===== src/rtl/counter_arbiter_if.sv =====
// Requester-side bundle of the counter_arbiter: requests and run lengths in,
// grant/owner/enable/status out.
interface counter_arbiter_if #(
   parameter int NUM_REQ = 4,
   parameter int WIDTH   = 3
);
   localparam int IDW = (NUM_REQ > 1) ? $clog2(NUM_REQ) : 1;

   logic [NUM_REQ-1:0]       req;
   logic [NUM_REQ*WIDTH-1:0] len;
   logic [NUM_REQ-1:0]       grant;
   logic [IDW-1:0]           owner_id;
   logic                     enable;
   logic                     busy;
   logic [NUM_REQ-1:0]       done;

   modport master (
      output req, len,
      input  grant, owner_id, enable, busy, done
   );

   modport slave (
      input  req, len,
      output grant, owner_id, enable, busy, done
   );
endinterface


===== src/rtl/counter_arbiter.sv =====
// Round-robin owner selection for one shared counter: the owner gets exactly
// len enabled cycles, then a one-cycle done pulse, then an idle cycle.
module counter_arbiter #(
   parameter int NUM_REQ = 4,
   parameter int WIDTH   = 3
) (
   input logic              clk,
   input logic              rst,
   counter_arbiter_if.slave bus
);
   localparam int IDW = (NUM_REQ > 1) ? $clog2(NUM_REQ) : 1;

   typedef enum logic [1:0] {IDLE, RUN, DONE} state_t;

   state_t               state;
   logic [IDW-1:0]       ptr;
   logic [WIDTH-1:0]     remaining;

   logic                 found;
   logic [IDW-1:0]       win;
   logic [WIDTH-1:0]     win_len;
   logic [NUM_REQ-1:0]   win_onehot;
   logic [IDW-1:0]       next_ptr;
   int unsigned          idx;

   // first requester at or after ptr, wrapping
   always_comb begin
      found = 1'b0;
      win   = '0;
      idx   = 0;
      for (int unsigned k = 0; k < NUM_REQ; k++) begin
         idx = (32'(ptr) + k) % NUM_REQ;
         if (!found && bus.req[idx]) begin
            found = 1'b1;
            win   = IDW'(idx);
         end
      end
   end

   assign win_len    = bus.len[win*WIDTH +: WIDTH];
   assign win_onehot = {{(NUM_REQ-1){1'b0}}, 1'b1} << win;
   assign next_ptr   = (bus.owner_id == IDW'(NUM_REQ-1)) ? '0 : bus.owner_id + 1'b1;

   always_ff @(posedge clk) begin
      if (rst) begin
         state        <= IDLE;
         ptr          <= '0;
         remaining    <= '0;
         bus.grant    <= '0;
         bus.owner_id <= '0;
         bus.enable   <= 1'b0;
         bus.busy     <= 1'b0;
         bus.done     <= '0;
      end else begin
         bus.done <= '0;
         case (state)
            IDLE: begin
               if (found) begin
                  bus.grant    <= win_onehot;
                  bus.owner_id <= win;
                  bus.busy     <= 1'b1;
                  remaining    <= win_len;
                  if (win_len != '0) begin
                     state      <= RUN;
                     bus.enable <= 1'b1;
                  end else begin
                     state      <= DONE;
                     bus.enable <= 1'b0;
                     bus.done   <= win_onehot;
                  end
               end
            end
            RUN: begin
               // an owner dropping req aborts even on what would be the final cycle
               if (!bus.req[bus.owner_id]) begin
                  state        <= IDLE;
                  bus.grant    <= '0;
                  bus.owner_id <= '0;
                  bus.busy     <= 1'b0;
                  bus.enable   <= 1'b0;
                  remaining    <= '0;
                  ptr          <= next_ptr;
               end else if (remaining == WIDTH'(1)) begin
                  state      <= DONE;
                  bus.enable <= 1'b0;
                  bus.done   <= bus.grant;
                  remaining  <= '0;
               end else begin
                  remaining <= remaining - 1'b1;
               end
            end
            DONE: begin
               state        <= IDLE;
               bus.grant    <= '0;
               bus.owner_id <= '0;
               bus.busy     <= 1'b0;
               ptr          <= next_ptr;
            end
            default: state <= IDLE;
         endcase
      end
   end
endmodule


===== src/flat_wrapper.sv =====
// flat-port wrapper written by rule: the top's interface ports become plain ports
module counter_arbiter_flat 
#(
   parameter int NUM_REQ = 4,
   parameter int WIDTH   = 3
)
  (clk, rst, bus_req, bus_len, bus_grant, bus_owner_id, bus_enable, bus_busy, bus_done);
  counter_arbiter_if #(.NUM_REQ(NUM_REQ), .WIDTH(WIDTH)) bus_i ();
  input logic clk;
  input logic rst;
  input wire logic [$bits(bus_i.req)-1:0] bus_req;
  input wire logic [$bits(bus_i.len)-1:0] bus_len;
  output wire logic [$bits(bus_i.grant)-1:0] bus_grant;
  output wire logic [$bits(bus_i.owner_id)-1:0] bus_owner_id;
  output wire logic [$bits(bus_i.enable)-1:0] bus_enable;
  output wire logic [$bits(bus_i.busy)-1:0] bus_busy;
  output wire logic [$bits(bus_i.done)-1:0] bus_done;
  assign bus_i.req = bus_req;
  assign bus_i.len = bus_len;
  assign bus_grant = bus_i.grant;
  assign bus_owner_id = bus_i.owner_id;
  assign bus_enable = bus_i.enable;
  assign bus_busy = bus_i.busy;
  assign bus_done = bus_i.done;
  counter_arbiter #(.NUM_REQ(NUM_REQ), .WIDTH(WIDTH)) u_core (.clk(clk), .rst(rst), .bus(bus_i));
endmodule

===== config.mk =====
export PLATFORM = sky130hd
export DESIGN_NAME = counter_arbiter_flat
export DESIGN_NICKNAME = d
export VERILOG_FILES = /design/src/rtl/counter_arbiter_if.sv /design/src/rtl/counter_arbiter.sv /design/src/flat_wrapper.sv
export SDC_FILE = /design/constraint.sdc
export NUM_CORES = 1
export LEC_CHECK = 0
export CORE_UTILIZATION = 25
export CTS_BUF_LIST = sky130_fd_sc_hd__clkbuf_4
export DETAILED_ROUTE_END_ITERATION = 16
export PLACE_DENSITY = 0.45
export SLEW_MARGIN = 20
export SYNTH_ARGS = -nofsm -noshare
export SYNTH_HDL_FRONTEND = slang
export SYNTH_SLANG_ARGS = --single-unit

===== constraint.sdc =====
create_clock -name clk -period 1.9 [get_ports clk]
set_clock_uncertainty 0.15 [all_clocks]
set_input_delay 0.38 -clock clk [delete_from_list [all_inputs] [get_ports clk]]
set_output_delay 0.38 -clock clk [all_outputs]
set_load 0.01 [all_outputs]

==> impl_metrics.toml, run 1 <==
[floorplanning]
placementRows = 24
die_w_um = 71.3
die_area_um2 = 5090
die_h_um = 71.3
coreArea_um2 = 4470
ios = 30
initial_core_util_pct = 26.8

[run_status]
violations = "DRC, setup timing"
status = "finished, violations left"

[timing]
final.min_clock_period_ns = 2.08
tns_ns = -1.37
rsz0062_at_grt = "yes"
setup_ws_ns = -0.176
maxSlewHeadroom_pct = 74.9
min_period_over_period_pct = 109
maxSlewViolCount = 0
setup_violations = 13
finalHoldViolations = 0
worstMarginPinSlew_ns = 0.376
fmax_ghz = 0.482

[synth]
syn_area_per_cell_um2 = 8.46
seq_area_frac_synth_pct = 31.7
post-synth-top-area-cell = "dfxtp_1"
ys.flop_type = "dfxtp_1"
synthDistinctLibCells = 39
syn_inst = 142
async_flop_share_pct = 0
synth-seq-cells = 19
synth_edf_count = 0
synth.area.top_cells = "dfxtp_1 (32%), a21oi_1 (6.7%), ha_1 (6.3%)"
yosys-top-cells-count = "nor2_1 (20), dfxtp_1 (19), a21oi_1 (16)"
synth_most_common_cell = "nor2_1"
syn-cell-area_um2 = 1200
yosys_warnings = 0
yosysTopAreaCellShare_pct = 31.7
syn_nets = 166

[routing]
wl_per_cell_um = 13.9
dr.pass1.iters = 10
viasPerCell = 4.99
drt-initial-drc-count = 31
route.detailed.drc = 5
drt-total-wl_um = 3420
ant_nets = 0
vias = 1232

[worst_setup_path]
cp.arrival_ns = 2.18
cpMaxStageDelayCell = "mux4_2"
critPathMaxStageDelay_ns = 0.54
critPathCaptureType = "flip-flop"
path_delay_family = "simple AND/OR/NAND/NOR gates"
worstPathRequired_ns = 2.00
critPathMaxFanout = 7
crit_buf_inv = 1
critPathLaunchType = "flip-flop"
critPathKind = "flip-flop to flip-flop"
cp_cell_sequence = "mux4_2 -> and2_4 -> or3_4 -> buf_6 -> nor4_4 -> a21oi_1 -> nor2_1"

[layout]
syn_to_final_growth_pct = 60.8
nets = 220
fill_cells = 461
antenna_cells = 0
post-route-util_pct = 43.2
stdcell_area_um2 = 1930
final_cells = 247
drive_above_1_share_pct = 35.4

[global_route]
overflow = 0
first_global_vias = 1266
grt_max_degree = 12
grt_pass1_wl_um = 6020
antenna_found_initial = 0
gr-usage-all-layers_pct = 14.8

[clock_tree]
root_buffer = "clkbuf_4"
cts_made_buffers = 3
clock_latency_ns = 0.31
cts.path.max_buffers = 2
htreeDepth = 1
cts_tree = "yes"
cts_hold_buf = 0
cts_sinks = 19
path_clk_slew_ns = 0.12

[placement]
place_inst = 240
hpwl_um = 2680
io_buffers = 29
dpl_cell_area_um2 = 1720
place.gp.congestion = 0.780

[power_and_ir_drop]
p_per_area_nw_per_um2 = 1260
ir_drop_mv = 0.392
p_total_mw = 2.44
p_leak_nw = 0.815

[hold_path]
min_path_type = "flip-flop to flip-flop"

[job]
max-cap-violations = 0
==> through the flow <==
stage,setup slack [ns],hold slack [ns]
4_1_cts,-0.221,0.337
3_3_place_gp,-0.696,0.330
2_1_floorplan,-0.179,0.329
5_1_grt,-0.245,0.379
6_report,-0.176,0.347
3_5_place_dp,-0.727,0.336
==> path summary, 6_finish.rpt <==
check / startpoint / endpoint / slack (ns) / depth (start not counted)
setup reg to reg: u_core.bus.owner_id[0] / u_core.bus.grant[0] / -0.18 / 7
hold reg to reg: u_core.bus.grant[0] / u_core.bus.done[0] / 0.35 / 2
hold / removal: u_core.bus.grant[0] / u_core.bus.done[0] / 0.35 / 2
setup / recovery: u_core.bus.owner_id[0] / u_core.bus.grant[0] / -0.18 / 7
==> kinds of logic (layout without fill, tap and decap cells) <==
| logic type | after synthesis | count (layout) | synth area share [%] |
|---|---|---|---|
| AOI/OAI and AO/OA | 34 | 34 | 18.0 |
| xor gates and xnor gates | 1 | 1 | 0.729 |
| adders and majority gates | 6 | 6 | 6.25 |
| buffers and inverters | 15 | 68 | 6.56 |
| DFF | 19 | 19 | 31.7 |
| muxes | 11 | 11 | 10.5 |
| and+or+nand+nor | 56 | 56 | 26.3 |
==> registers in the layout, indices dropped and copies added (netlist names) <==
name	flops
u_core.bus.busy	1
u_core.state	2
u_core.ptr	2
u_core.bus.enable	1
u_core.bus.grant	4
u_core.remaining	3
u_core.bus.done	4
u_core.bus.owner_id	2
==> worst min-delay path: stages, from the launching register on <==
cell and delay, ns:
dfxtp_1 0.35, nand2_1 0.07, o21ai_2 0.05
==> metal layers <==
layer	routed length, µm	global-route usage, %	vias to the layer above
met3	129	1.97	5
met2	1600	24.4	25
met1	1630	19.4	590
met4	59	6.22	0
met5	0	0	-
li1	-	-	612
==> report_power, final <==
part | switching [mW] | internal [mW] | leakage, nW
Sequential | 0.0840 | 0.519 | 0.157
Combinational | 0.753 | 0.858 | 0.640
Clock | 0.143 | 0.0787 | 0.0177
Total | 0.980 | 1.46 | 0.815
==> area by class of cell <==
| cell class | instances | area (µm²) | area share (%) |
|---|---|---|---|
| Multi-Input combinational cell | 108 | 880 | 45.5 |
| Sequential cell | 19 | 387 | 20.0 |
| Inverter | 6 | 22.5 | 1.17 |
| Tap cell | 52 | 65.1 | 3.37 |
| Clock inverter | 1 | 5.00 | 0.259 |
| Timing Repair Buffer | 58 | 551 | 28.5 |
| Clock buffer | 3 | 22.5 | 1.17 |
==> layout by cell type, fill, tap and decap left out, types with 3 or more instances in the layout <==
cell type | Yosys | layout
dfxtp_1 | 19 | 16
nor2_1 | 20 | 18
a21oi_1 | 16 | 9
nand2_1 | 7 | 5
nand2b_1 | 5 | 3
clkdlybuf4s50_1 | 0 | 24
buf_4 | 1 | 22
mux2_4 | 0 | 3
a21oi_2 | 0 | 7
mux2i_1 | 7 | 7
nor3_1 | 5 | 3
buf_6 | 2 | 5
inv_1 | 6 | 6
ha_1 | 6 | 6
dlygate4sd2_1 | 0 | 3
clkbuf_4 | 0 | 3
o21ai_0 | 5 | 5
==> repair_timing <==
action,CTS,global route
pin swaps,13,10
setup buffers,4,1
setup endpoints to repair,17,20
resized for setup,26,16
(Power assumes the default switching activity.)
==> run 2, diff against run 1 <==
- ABC_CLOCK_PERIOD_IN_PS: unset -> 1900
==> results of run 2 <==
Same layout as run 1: the final DEF is identical, and so are final timing and power.
==> run 3, diff against run 2 <==
- CAP_MARGIN: unset -> 10
==> results of run 3 <==
Same layout as run 1: the final DEF is identical, and so are final timing and power.
